## src/rtl/vga_rect_fill_engine.sv

```systemverilog
// vga_rect_fill_engine
//   Drawing engine for the write port of the VGA video RAM wrapper. Accepts one
//   rectangle-fill or full-screen-clear command and emits one pixel write per
//   cycle in raster order (column fastest).
// Ports
//   Clock, Reset        : clock (posedge) and asynchronous active-low reset
//   iStart, iClear      : command strobe (IDLE only) and full-screen select
//   iX0/iX1, iY0/iY1    : rectangle corners, any order
//   iColor              : fill colour
//   iHold               : stall request, freezes the fill while high
//   oBusy, oDone        : command in progress / one-cycle completion pulse
//   oWriteEnable, oWriteCol, oWriteRow, oRGB : RAM write port (all registered)
module vga_rect_fill_engine #(
  parameter int unsigned COL_W   = 11,
  parameter int unsigned ROW_W   = 10,
  parameter int unsigned RGB_W   = 3,
  parameter int unsigned MAX_COL = 639,
  parameter int unsigned MAX_ROW = 479
) (
  input  logic             Clock,
  input  logic             Reset,
  input  logic             iStart,
  input  logic             iClear,
  input  logic [COL_W-1:0] iX0,
  input  logic [COL_W-1:0] iX1,
  input  logic [ROW_W-1:0] iY0,
  input  logic [ROW_W-1:0] iY1,
  input  logic [RGB_W-1:0] iColor,
  input  logic             iHold,
  output logic             oBusy,
  output logic             oDone,
  output logic             oWriteEnable,
  output logic [COL_W-1:0] oWriteCol,
  output logic [ROW_W-1:0] oWriteRow,
  output logic [RGB_W-1:0] oRGB
);

  localparam logic [COL_W-1:0] MaxCol = COL_W'(MAX_COL);
  localparam logic [ROW_W-1:0] MaxRow = ROW_W'(MAX_ROW);

  typedef enum logic [1:0] {StIdle, StSetup, StFill, StDone} state_e;

  state_e           state_q, state_d;
  logic             clear_q, clear_d;
  logic [COL_W-1:0] x0_q, x0_d, x1_q, x1_d, col_q, col_d, wcol_q, wcol_d;
  logic [ROW_W-1:0] y0_q, y0_d, y1_q, y1_d, row_q, row_d, wrow_q, wrow_d;
  logic [RGB_W-1:0] color_q, color_d, rgb_q, rgb_d;
  logic             we_q, we_d, busy_q, busy_d, done_q, done_d;

  // Normalised bounds of the latched command, used only in SETUP.
  logic [COL_W-1:0] lo_x, hi_x;
  logic [ROW_W-1:0] lo_y, hi_y;
  logic             off_screen;

  always_comb begin
    lo_x = (x0_q <= x1_q) ? x0_q : x1_q;
    hi_x = (x0_q <= x1_q) ? x1_q : x0_q;
    lo_y = (y0_q <= y1_q) ? y0_q : y1_q;
    hi_y = (y0_q <= y1_q) ? y1_q : y0_q;
    if (hi_x > MaxCol) hi_x = MaxCol;
    if (hi_y > MaxRow) hi_y = MaxRow;
    if (clear_q) begin
      lo_x = '0;
      hi_x = MaxCol;
      lo_y = '0;
      hi_y = MaxRow;
    end
    off_screen = (lo_x > MaxCol) || (lo_y > MaxRow);
  end

  always_comb begin
    state_d = state_q;
    clear_d = clear_q;
    x0_d    = x0_q;
    x1_d    = x1_q;
    y0_d    = y0_q;
    y1_d    = y1_q;
    color_d = color_q;
    col_d   = col_q;
    row_d   = row_q;
    wcol_d  = wcol_q;
    wrow_d  = wrow_q;
    rgb_d   = rgb_q;
    we_d    = 1'b0;
    done_d  = 1'b0;

    unique case (state_q)
      StIdle: begin
        if (iStart) begin
          clear_d = iClear;
          x0_d    = iX0;
          x1_d    = iX1;
          y0_d    = iY0;
          y1_d    = iY1;
          color_d = iColor;
          state_d = StSetup;
        end
      end
      StSetup: begin
        // Bounds are rewritten in place so FILL sees x0<=x1, y0<=y1, clamped.
        x0_d = lo_x;
        x1_d = hi_x;
        y0_d = lo_y;
        y1_d = hi_y;
        if (off_screen) begin
          state_d = StDone;
        end else begin
          col_d   = lo_x;
          row_d   = lo_y;
          state_d = StFill;
        end
      end
      StFill: begin
        // On hold the write-port registers keep their previous values.
        if (!iHold) begin
          we_d   = 1'b1;
          wcol_d = col_q;
          wrow_d = row_q;
          rgb_d  = color_q;
          if (col_q < x1_q) begin
            col_d = col_q + 1'b1;
          end else if (row_q < y1_q) begin
            col_d = x0_q;
            row_d = row_q + 1'b1;
          end else begin
            state_d = StDone;
          end
        end
      end
      StDone: begin
        done_d  = 1'b1;
        state_d = StIdle;
      end
      default: state_d = StIdle;
    endcase

    // Busy covers the last write too, since outputs lag the state by one edge.
    busy_d = (state_d == StSetup) || (state_d == StFill) || we_d;
  end

  always_ff @(posedge Clock or negedge Reset) begin
    if (!Reset) begin
      state_q <= StIdle;
      clear_q <= 1'b0;
      x0_q    <= '0;
      x1_q    <= '0;
      y0_q    <= '0;
      y1_q    <= '0;
      color_q <= '0;
      col_q   <= '0;
      row_q   <= '0;
      wcol_q  <= '0;
      wrow_q  <= '0;
      rgb_q   <= '0;
      we_q    <= 1'b0;
      busy_q  <= 1'b0;
      done_q  <= 1'b0;
    end else begin
      state_q <= state_d;
      clear_q <= clear_d;
      x0_q    <= x0_d;
      x1_q    <= x1_d;
      y0_q    <= y0_d;
      y1_q    <= y1_d;
      color_q <= color_d;
      col_q   <= col_d;
      row_q   <= row_d;
      wcol_q  <= wcol_d;
      wrow_q  <= wrow_d;
      rgb_q   <= rgb_d;
      we_q    <= we_d;
      busy_q  <= busy_d;
      done_q  <= done_d;
    end
  end

  assign oBusy        = busy_q;
  assign oDone        = done_q;
  assign oWriteEnable = we_q;
  assign oWriteCol    = wcol_q;
  assign oWriteRow    = wrow_q;
  assign oRGB         = rgb_q;

endmodule

```

## config.mk

```make
export PLATFORM = sky130hd
export DESIGN_NAME = vga_rect_fill_engine
export DESIGN_NICKNAME = d
export VERILOG_FILES = /design/src/rtl/vga_rect_fill_engine.sv
export SDC_FILE = /design/constraint.sdc
export NUM_CORES = 1
export LEC_CHECK = 0
export CORE_MARGIN = 4
export CORE_UTILIZATION = 40
export DETAILED_ROUTE_END_ITERATION = 10
export SETUP_SLACK_MARGIN = 0.02
export SLEW_MARGIN = 30
export SYNTH_ARGS = -nofsm -noshare
export SYNTH_HDL_FRONTEND = slang
export SYNTH_SLANG_ARGS = --single-unit
```

## constraint.sdc

```tcl
create_clock -name Clock -period 6.4 [get_ports Clock]
set_input_delay 1.28 -clock Clock [delete_from_list [all_inputs] [get_ports Clock]]
set_output_delay 1.28 -clock Clock [all_outputs]
set_load 0.01 [all_outputs]
```

* Yosys cells after proc, flatten, opt, wreduce, memory -nomap -nowiden
Cells that the tools add are included.
** Word-level totals
- Bits in registers :: 96
- Input bits :: 50
- Output and inout bits :: 27
- Word-level logic and storage cells :: 85
** Operators by class
- Add/sub/neg operators :: 2
- $lt $le $gt $ge :: 8
- Equality and inequality tests :: 11
- Muxes and demuxes :: 37
- Bitwise logic cells :: 1
- Reduce and logical (&&, ||, !) cells :: 11
** Operators by type and width (count)
- 11-bit 2-to-1 mux :: 11
- 10-bit 2-to-1 mux :: 11
- 11-bit case mux with 2 select lines :: 3
- 10-bit case mux with 2 select lines :: 3
- 11-bit by 10-bit > comparator with 1-bit output, second input constant :: 2
- 10-bit by 9-bit > comparator with 1-bit output, second input constant :: 2
- 11-bit by 1-bit adder with 11-bit output, second input constant :: 1
- 11-bit <= comparator :: 1
- 11-bit < comparator :: 1
- 10-bit by 1-bit adder with 10-bit output, second input constant :: 1
- 10-bit <= comparator :: 1
- 10-bit < comparator :: 1
- 2-bit inequality test, second input constant :: 5
- 2-bit 2-to-1 mux :: 4
- 2-bit case mux with 4 select lines :: 1
- 2-bit equality test, second input constant :: 3
- 2-bit AND reduction :: 3
- 5-bit AND reduction :: 1
- 2-bit by 1-bit equality test with 1-bit output, second input constant :: 2
- 1-bit 2-to-1 mux :: 4
- 4-bit AND reduction :: 1
- 2-bit nonzero test :: 2
- 1-bit logical OR :: 3
- 3-bit inequality test, second input constant :: 1
- other kinds (2) :: 2

* Longest topological paths before layout
Gate-level depths: netlist of the first run.
- Depth after elaboration :: 10
- Gate-level depth with buffers :: 12
- Mapped depth without buffers :: 10

* Worst setup path after synthesis of the first run
No wires, ideal clock.
- Path type :: register -> register
- Start point :: reg x0_q[9]
- End point :: reg row_q[2]
- Setup time :: 126 ps
- Data arrival time :: 2582 ps
- Data required time :: 6274 ps
- Slack :: 3692 ps
- Stages on the path, launching flop included :: 11
- Path buffers :: 1
- Clock period less this slack :: 2708 ps
- Cell sequence :: dfrtp_1 > ha_1 > a21o_1 > a21o_1 > a2111oi_4 > nor2_4 > mux2i_1 > o21a_2 > or2_1 > buf_6 > a221o_1
** Between the ends
- Cells in the longest elaborated chain, start to end :: 7
** RTL lines
- from (decl) :: line 45 : logic [COL_W-1:0] x0_q, x0_d, x1_q, x1_d, col_q, col_d, wcol_q, wcol_d;
- from (signal assigned) :: line 145 : x0_q <= '0;
- from (signal assigned) :: line 161 : x0_q <= x0_d;
- 11-bit <= comparator :: line 56 : lo_x = (x0_q <= x1_q) ? x0_q : x1_q;
- 11-bit 2-to-1 mux * :: line 56
- 11-bit 2-to-1 mux * :: line 62 : if (clear_q) begin
- 11-bit by 10-bit > comparator with 1-bit output * :: line 68 : off_screen = (lo_x > MaxCol) || (lo_y > MaxRow);
- 1-bit logical OR * :: line 68
- 2-bit inequality test (no source line) *
- 5-bit AND reduction (no source line) *
- to (signal assigned) :: line 167 : row_q <= row_d;
- to (decl) :: line 46 : logic [ROW_W-1:0] y0_q, y0_d, y1_q, y1_d, row_q, row_d, wrow_q, wrow_d;
Mark *: on every way between the ends. The rest lies on a longest branch, timed or not.
A chain may end at the register's enable or synchronous reset.

* Final worst setup path of the first run
- Start point :: reg y1_q[4]
- End point :: reg col_q[1]
** Between the ends
- Cells in the longest elaborated chain, start to end :: 7
- Elaborated cells between the ends (all ways) :: 9
- Those cells by class :: 3 x order compare; 2 x eq/ne; 2 x mux; 2 x reduce/logical
** RTL lines
- from (decl) :: line 46
- from (signal assigned) :: line 164 : y1_q <= y1_d;
- 10-bit <= comparator :: line 58 : lo_y = (y0_q <= y1_q) ? y0_q : y1_q;
- 10-bit 2-to-1 mux :: line 58
- 10-bit 2-to-1 mux :: line 62
- 10-bit by 9-bit > comparator with 1-bit output :: line 68
- 1-bit logical OR :: line 68
- 2-bit inequality test (no source line)
- 4-bit AND reduction (no source line) *
- to (signal assigned) :: line 166 : col_q <= col_d;
- to (decl) :: line 45
Marks and branches as above.

==> results of run 1 <==
flip-flops by register name, summed over array words and instances, names as in the netlist:
| name | flops |
|---|---|
| col_q | 11 |
| oWriteCol | 11 |
| x0_q | 11 |
| x1_q | 11 |
| oWriteRow | 10 |
| row_q | 10 |
| y0_q | 10 |
| y1_q | 10 |
| color_q | 3 |
| oRGB | 3 |
| state_q | 2 |
| clear_q | 1 |
| oBusy | 1 |
| oDone | 1 |
| oWriteEnable | 1 |
area by class of cell:
cell class                      count  area [µm²]
Tap cell                          184         230
Inverter                           33         124
Fill cell                        1397        7410
Timing Repair Buffer               84         818
Clock buffer                       10         229
Sequential cell                    96        2400
Clock inverter                      6        75.1
Multi-Input combinational cell    513        3300
cell usage after synthesis, types with 6 or more instances:
master / count / area share
a21o_1: 8 / 0.010
a21oi_1: 56 / 0.047
a221o_1: 6 / 0.010
and3_1: 12 / 0.013
clkbuf_1: 26 / 0.016
dfrtp_1: 96 / 0.40
ha_1: 46 / 0.096
inv_1: 32 / 0.020
mux2_1: 9 / 0.017
mux2i_1: 31 / 0.052
nand2_1: 106 / 0.067
nand2b_1: 12 / 0.013
nand3_1: 14 / 0.012
nor2_1: 40 / 0.025
nor3_1: 19 / 0.016
o21ai_0: 49 / 0.041
o22ai_1: 26 / 0.027
or3_1: 9 / 0.0094
cells by family (layout without fill, tap and decap cells):
kind of cell               count (synthesis)  count (layout)  share of synthesized area
adders and majority gates                 46              46                     0.0964
AOI/OAI and AO/OA                        185             185                      0.191
muxes                                     45              45                     0.0784
and+or+nand+nor                          228             228                      0.172
buffers and inverters                     68             133                     0.0467
DFF                                       96              96                      0.402
xor gates and xnor gates                   9               9                     0.0132
worst reg2reg max path, cell delays in order (launching register included):
cell      delay (ps)
dfrtp_1          390
inv_1             90
ha_1             320
nand4_1          110
o21bai_1         180
a31oi_1          170
o21a_1           610
mux2i_1          240
o21a_2           380
a21oi_2          500
mux2_2           400
per-stage QoR:
stage	worst slack (ps)	cell area, µm²	utilization	power [mW]
final	2880	7180	0.492	3.92
after global routing	2640	7180	0.492	4.26
after CTS	2570	7170	0.492	3.90
after detailed placement	2640	6870	0.471	3.33
after global placement	2740	6870	0.471	3.27
after floorplan	3690	5970	-	2.64
placed cells by master, fill, tap and decap left out, types with 3 or more instances in the layout:
master,netlist,layout
nor3_1,19,19
o21ai_1,4,4
o21ai_0,49,49
and3_1,12,12
nand3_1,14,14
nand4_1,4,4
xnor2_1,4,4
a21o_1,8,8
ha_1,46,45
mux2_1,9,9
nand2_1,106,106
nand2b_1,12,12
dfrtp_1,96,96
or2_2,3,3
or3_1,9,9
a21oi_1,56,55
o31ai_1,4,4
a22oi_1,3,3
mux2i_1,31,31
o21a_1,5,5
clkdlybuf4s50_1,0,75
o22ai_1,26,26
a221o_1,6,6
nor4_1,4,4
o41ai_1,3,3
clkbuf_16,0,9
nor2_1,40,40
mux2_2,5,5
xor2_1,5,5
inv_1,32,32
buf_4,1,9
final timing paths:
check / from / endpoint / slack, ps / cells past startpoint
min: color_q[1] / oRGB[1] / 460 / 2
max: y1_q[4] / col_q[1] / 2880 / 10
min in group asynchronous: Reset / x0_q[7] / 960 / 1
max reg2reg: y1_q[4] / col_q[1] / 2880 / 10
min reg2reg: color_q[1] / oRGB[1] / 460 / 2
max in group asynchronous: Reset / oWriteCol[10] / 4390 / 2
power by group through the flow:
stage                     Combinational, mW  Clock, mW  Sequential, mW
final                                  2.18      0.556            1.19
after global routing                   2.45      0.589            1.23
after CTS                              2.16      0.565            1.18
after detailed placement               2.14          0            1.19
after global placement                 2.10          0            1.17
after floorplan                        1.51          0            1.13
routing by layer:
metal / routed length [µm] / global-route usage
met5: 0 / 0
met4: 233 / 0.0678
met3: 1060 / 0.0291
met2: 6890 / 0.289
met1: 8110 / 0.312
==> results.yml, run 1 <==
setup_path:
  worstPathBufferInverterCount: 1
  worstPathCellList: "inv_1, ha_1, nand4_1, o21bai_1, a31oi_1, o21a_1, mux2i_1, o21a_2, a21oi_2, mux2_2"
  max_stage_delay_ps: 610
  cp_data_arrival_time_ps: 3750
  critical_path.top_delay_family: "compound AO/OA/AOI/OAI gates"
  crit_fanout: 17
  worst_setup_path_start_kind: "flop"
  end_kind: "flop"
  slowest_stage: "o21a_1"
  worstPathRequired_ps: 6620
  path_class: "flop to flop"
layout:
  nets: 833
  instances_no_fill: 926
  post_route_cells_drive_above_1_share: 0.0512
  syn2layout_area_growth_pct: 20.2
  antenna_cells: 0
grt:
  gr-usage-all-layers: 0.202
  grt.overflow.total: 0
  grt_pass1_wl_um: 27200
  grt_antenna_before_repair: 0
  grt_pass1_vias: 5219
  grt_max_degree: 51
floorplan:
  fp.dieW_um: 130
  core_um2: 14600
  dieArea_um2: 16900
  fp.dieH_um: 130
  pin_count: 77
  start_util: 0.409
  fp-row-count: 44
timing:
  whs_ps: 461
  fmax_mhz: 284
  setup_violations: 0
  clock_skew_ps: 13.0
  period_needed_ps: 3520
  hold_violations: 0
  relSlewSlack: 0.512
  rsz0062_at_grt: "no"
  tns_ps: 0
  worstMarginPinSlew_ps: 733
  maxSlewViolCount: 0
  post-route-period-util: 0.551
drt:
  first_iter_violations: 424
  vias_per_cell: 5.69
  routed_wl_um: 16300
  drcViolationCount: 0
  drtAntennaViolNets: 0
  wl_per_cell_um: 17.6
  first_pass_iters: 5
  vias: 5265
power_and_ir_drop:
  power.leakage_nw: 3.34
  clkPwrFrac: 0.142
  seqPwrFrac: 0.303
  intPower_mw: 2.09
  switching_power_mw: 1.83
  p_sw_frac: 0.466
  powerDensity_nw_per_um2: 546
  power_frac_comb: 0.555
  max-vdd-ir-drop_v: 0.000190
clock_network:
  clock_path_buffers: 2
  worstSkewPairLatency_ps: 350
  cts_tree: "built"
  htreeDepth: 3
  tritoncts.num_buffers: 9
  clk_pin_slew_worst_paths_ps: 70
  cts_root_buf: "clkbuf_16"
  cts_resized: 0
  cts.sinks: 96
  postCtsSetupBuffers: 0
  cts_hold_buf: 0
synthesis:
  postSynthAreaPerCell_um2: 8.82
  ys_ff_latch: 96
  ys_seq_area_frac: 0.402
  synth_ff_type: "dfrtp_1"
  synth_cells: 677
  ys_types: 54
  synth_area_um2: 5970
  async_flop_share: 1.00
  synth-edff-count: 0
  syn-num-nets: 773
  yosysWarnings: 0
place:
  dp_hpwl_um: 11900
  dp_cells: 910
  gp_congestion: 0.907
  io_buffers: 76
flow_run:
  maxCapViolCount: 0
min_path:
  hold_path_class: "flop to flop"
outcome:
  status: "complete, no violations"
No activity file was read; power rests on OpenSTA's default activity.
==> run 2: changes to the inputs <==
==> constraint.sdc (replaced) <==
create_clock -name Clock -period 3.15 [get_ports Clock]
set_input_delay 0.63 -clock Clock [delete_from_list [all_inputs] [get_ports Clock]]
set_output_delay 0.63 -clock Clock [all_outputs]
set_load 0.01 [all_outputs]
==> results.yml, run 2 (synthesis results as in run 1) <==
setup_path:
  worstPathBufferInverterCount: 2
  max_stage_delay_ps: 430
  ff2ff_path_depth: 11
  critical_path.top_delay_family: "compound AO/OA/AOI/OAI gates"
  rrSetupSlack_ps: 260
  slowest_stage: "dfrtp_1"
  worstPathCellList: "inv_1, ha_1, and3_1, nand4_1, o32ai_1, buf_4, nor2_4, mux2i_1, o21a_2, or2_1, a221o_1"
  r2r_start: "x1_q[10]"
  worst_setup_path_start_kind: "flop"
  cp_data_arrival_time_ps: 3130
  end_kind: "flop"
  crit_start: "x1_q[10]"
  path_class: "flop to flop"
  path_depth: 11
  crit_end: "row_q[5]"
  r2r-end: "row_q[5]"
  crit_fanout: 9
  worstPathRequired_ps: 3380
layout:
  post_route_cells_drive_above_1_share: 0.0674
  nets: 848
  layout_commonest_cell: "nand2_1"
  fillers: 1361
  final_cell_mix: "nand2_1, dfrtp_1, clkdlybuf4s50_1, a21oi_1, o21ai_0"
  multi_input_area_um2: 3290
  antenna_cells: 0
  regArea_um2: 2400
  syn2layout_area_growth_pct: 22.5
clock_network:
  worstSkewPairLatency_ps: 350
  cts_resized: 0
  htreeDepth: 3
  cts.sinks: 96
  clock_path_buffers: 2
  tritoncts.num_buffers: 9
  cts_tree: "built"
  clk_pin_slew_worst_paths_ps: 70
  cts_root_buf: "clkbuf_16"
  postCtsSetupBuffers: 0
  cts_hold_buf: 0
floorplan:
  fp.dieW_um: 130
  core_um2: 14600
  fp-row-count: 44
  start_util: 0.409
  pin_count: 77
  dieArea_um2: 16900
  fp.dieH_um: 130
timing:
  rsz0062_at_grt: "no"
  tns_ps: 0
  clock_skew_ps: 7.15
  maxSlewViolCount: 0
  period_needed_ps: 2890
  post-route-period-util: 0.919
  setup_violations: 0
  fmax_mhz: 345
  relSlewSlack: 0.569
  worstMarginPinSlew_ps: 647
  hold_violations: 0
grt:
  grt.overflow.total: 0
  grt_pass1_vias: 4945
  grt_max_degree: 53
  grt_antenna_before_repair: 0
  gr-usage-all-layers: 0.206
  grt_pass1_wl_um: 27200
drt:
  routed_wl_um: 17200
  drcViolationCount: 0
  vias_per_cell: 5.69
  vias: 5351
  wl_per_cell_um: 18.2
  first_pass_iters: 6
  drtAntennaViolNets: 0
  first_iter_violations: 514
place:
  dp_hpwl_um: 12400
  gp_congestion: 0.912
  io_buffers: 76
power_and_ir_drop:
  power.leakage_nw: 3.44
  powerDensity_nw_per_um2: 1120
  finalPower_mw: 8.22
  max-vdd-ir-drop_v: 0.000404
min_path:
  hold_path_class: "primary input to asynchronous set/reset pin"
outcome:
  status: "complete, no violations"
flow_run:
  maxCapViolCount: 0
-- run 2: final cells by class --
| cell class | count | share of cell area |
|---|---|---|
| Clock buffer | 10 | 0.0313 |
| Clock inverter | 6 | 0.00907 |
| Inverter | 33 | 0.0169 |
| Multi-Input combinational cell | 513 | 0.450 |
| Sequential cell | 96 | 0.328 |
| Tap cell | 184 | 0.0315 |
| Timing Repair Buffer | 99 | 0.132 |
-- run 2: layer usage --
| metal | global-route usage | up-vias | wire [µm] |
|---|---|---|---|
| met1 | 0.330 | 2570 | 8800 |
| met4 | 0.0581 | 0 | 213 |
| met2 | 0.287 | 195 | 7080 |
| met3 | 0.0291 | 13 | 1070 |
| met5 | 0 | - | 0 |
| li1 | - | 2573 | - |
-- run 2: stage by stage --
stage	cell area (µm²)	worst slack [ps]	hold WS [ps]	utilization	cells
after CTS	7310	294	326	0.501	941
after global placement	7020	281	441	0.481	925
after detailed placement	7020	290	453	0.481	925
after floorplan	5970	442	334	-	677
final	7310	256	304	0.501	941
after global routing	7310	126	355	0.501	941
-- run 2: how the worst min path moves through the flow --
stage                     from  endpoint  slack, ps  depth (start not counted)
global placement    color_q[2]   oRGB[2]        440                          2
finish                   Reset   x1_q[0]        300                          1
global route             Reset   x1_q[0]        360                          1
CTS                      Reset   x1_q[0]        330                          1
floorplan                Reset   clear_q        330                          0
detailed placement  color_q[0]   oRGB[0]        450                          2
-- run 2: where the power goes --
part | switching (mW) | leakage (nW) | total (mW) | internal [mW]
Clock | 0.495 | 0.147 | 1.12 | 0.621
Combinational | 2.70 | 2.10 | 4.72 | 2.02
Sequential | 0.585 | 1.19 | 2.38 | 1.80
-- run 2: worst register-to-register path: cells and delay by family (launching register included) --
family / cells / cell delay (ps)
muxes: 1 / 150
AOI/OAI and AO/OA: 3 / 910
adders and majority gates: 1 / 300
buffers and inverters: 2 / 310
DFF: 1 / 430
and+or+nand+nor: 4 / 680
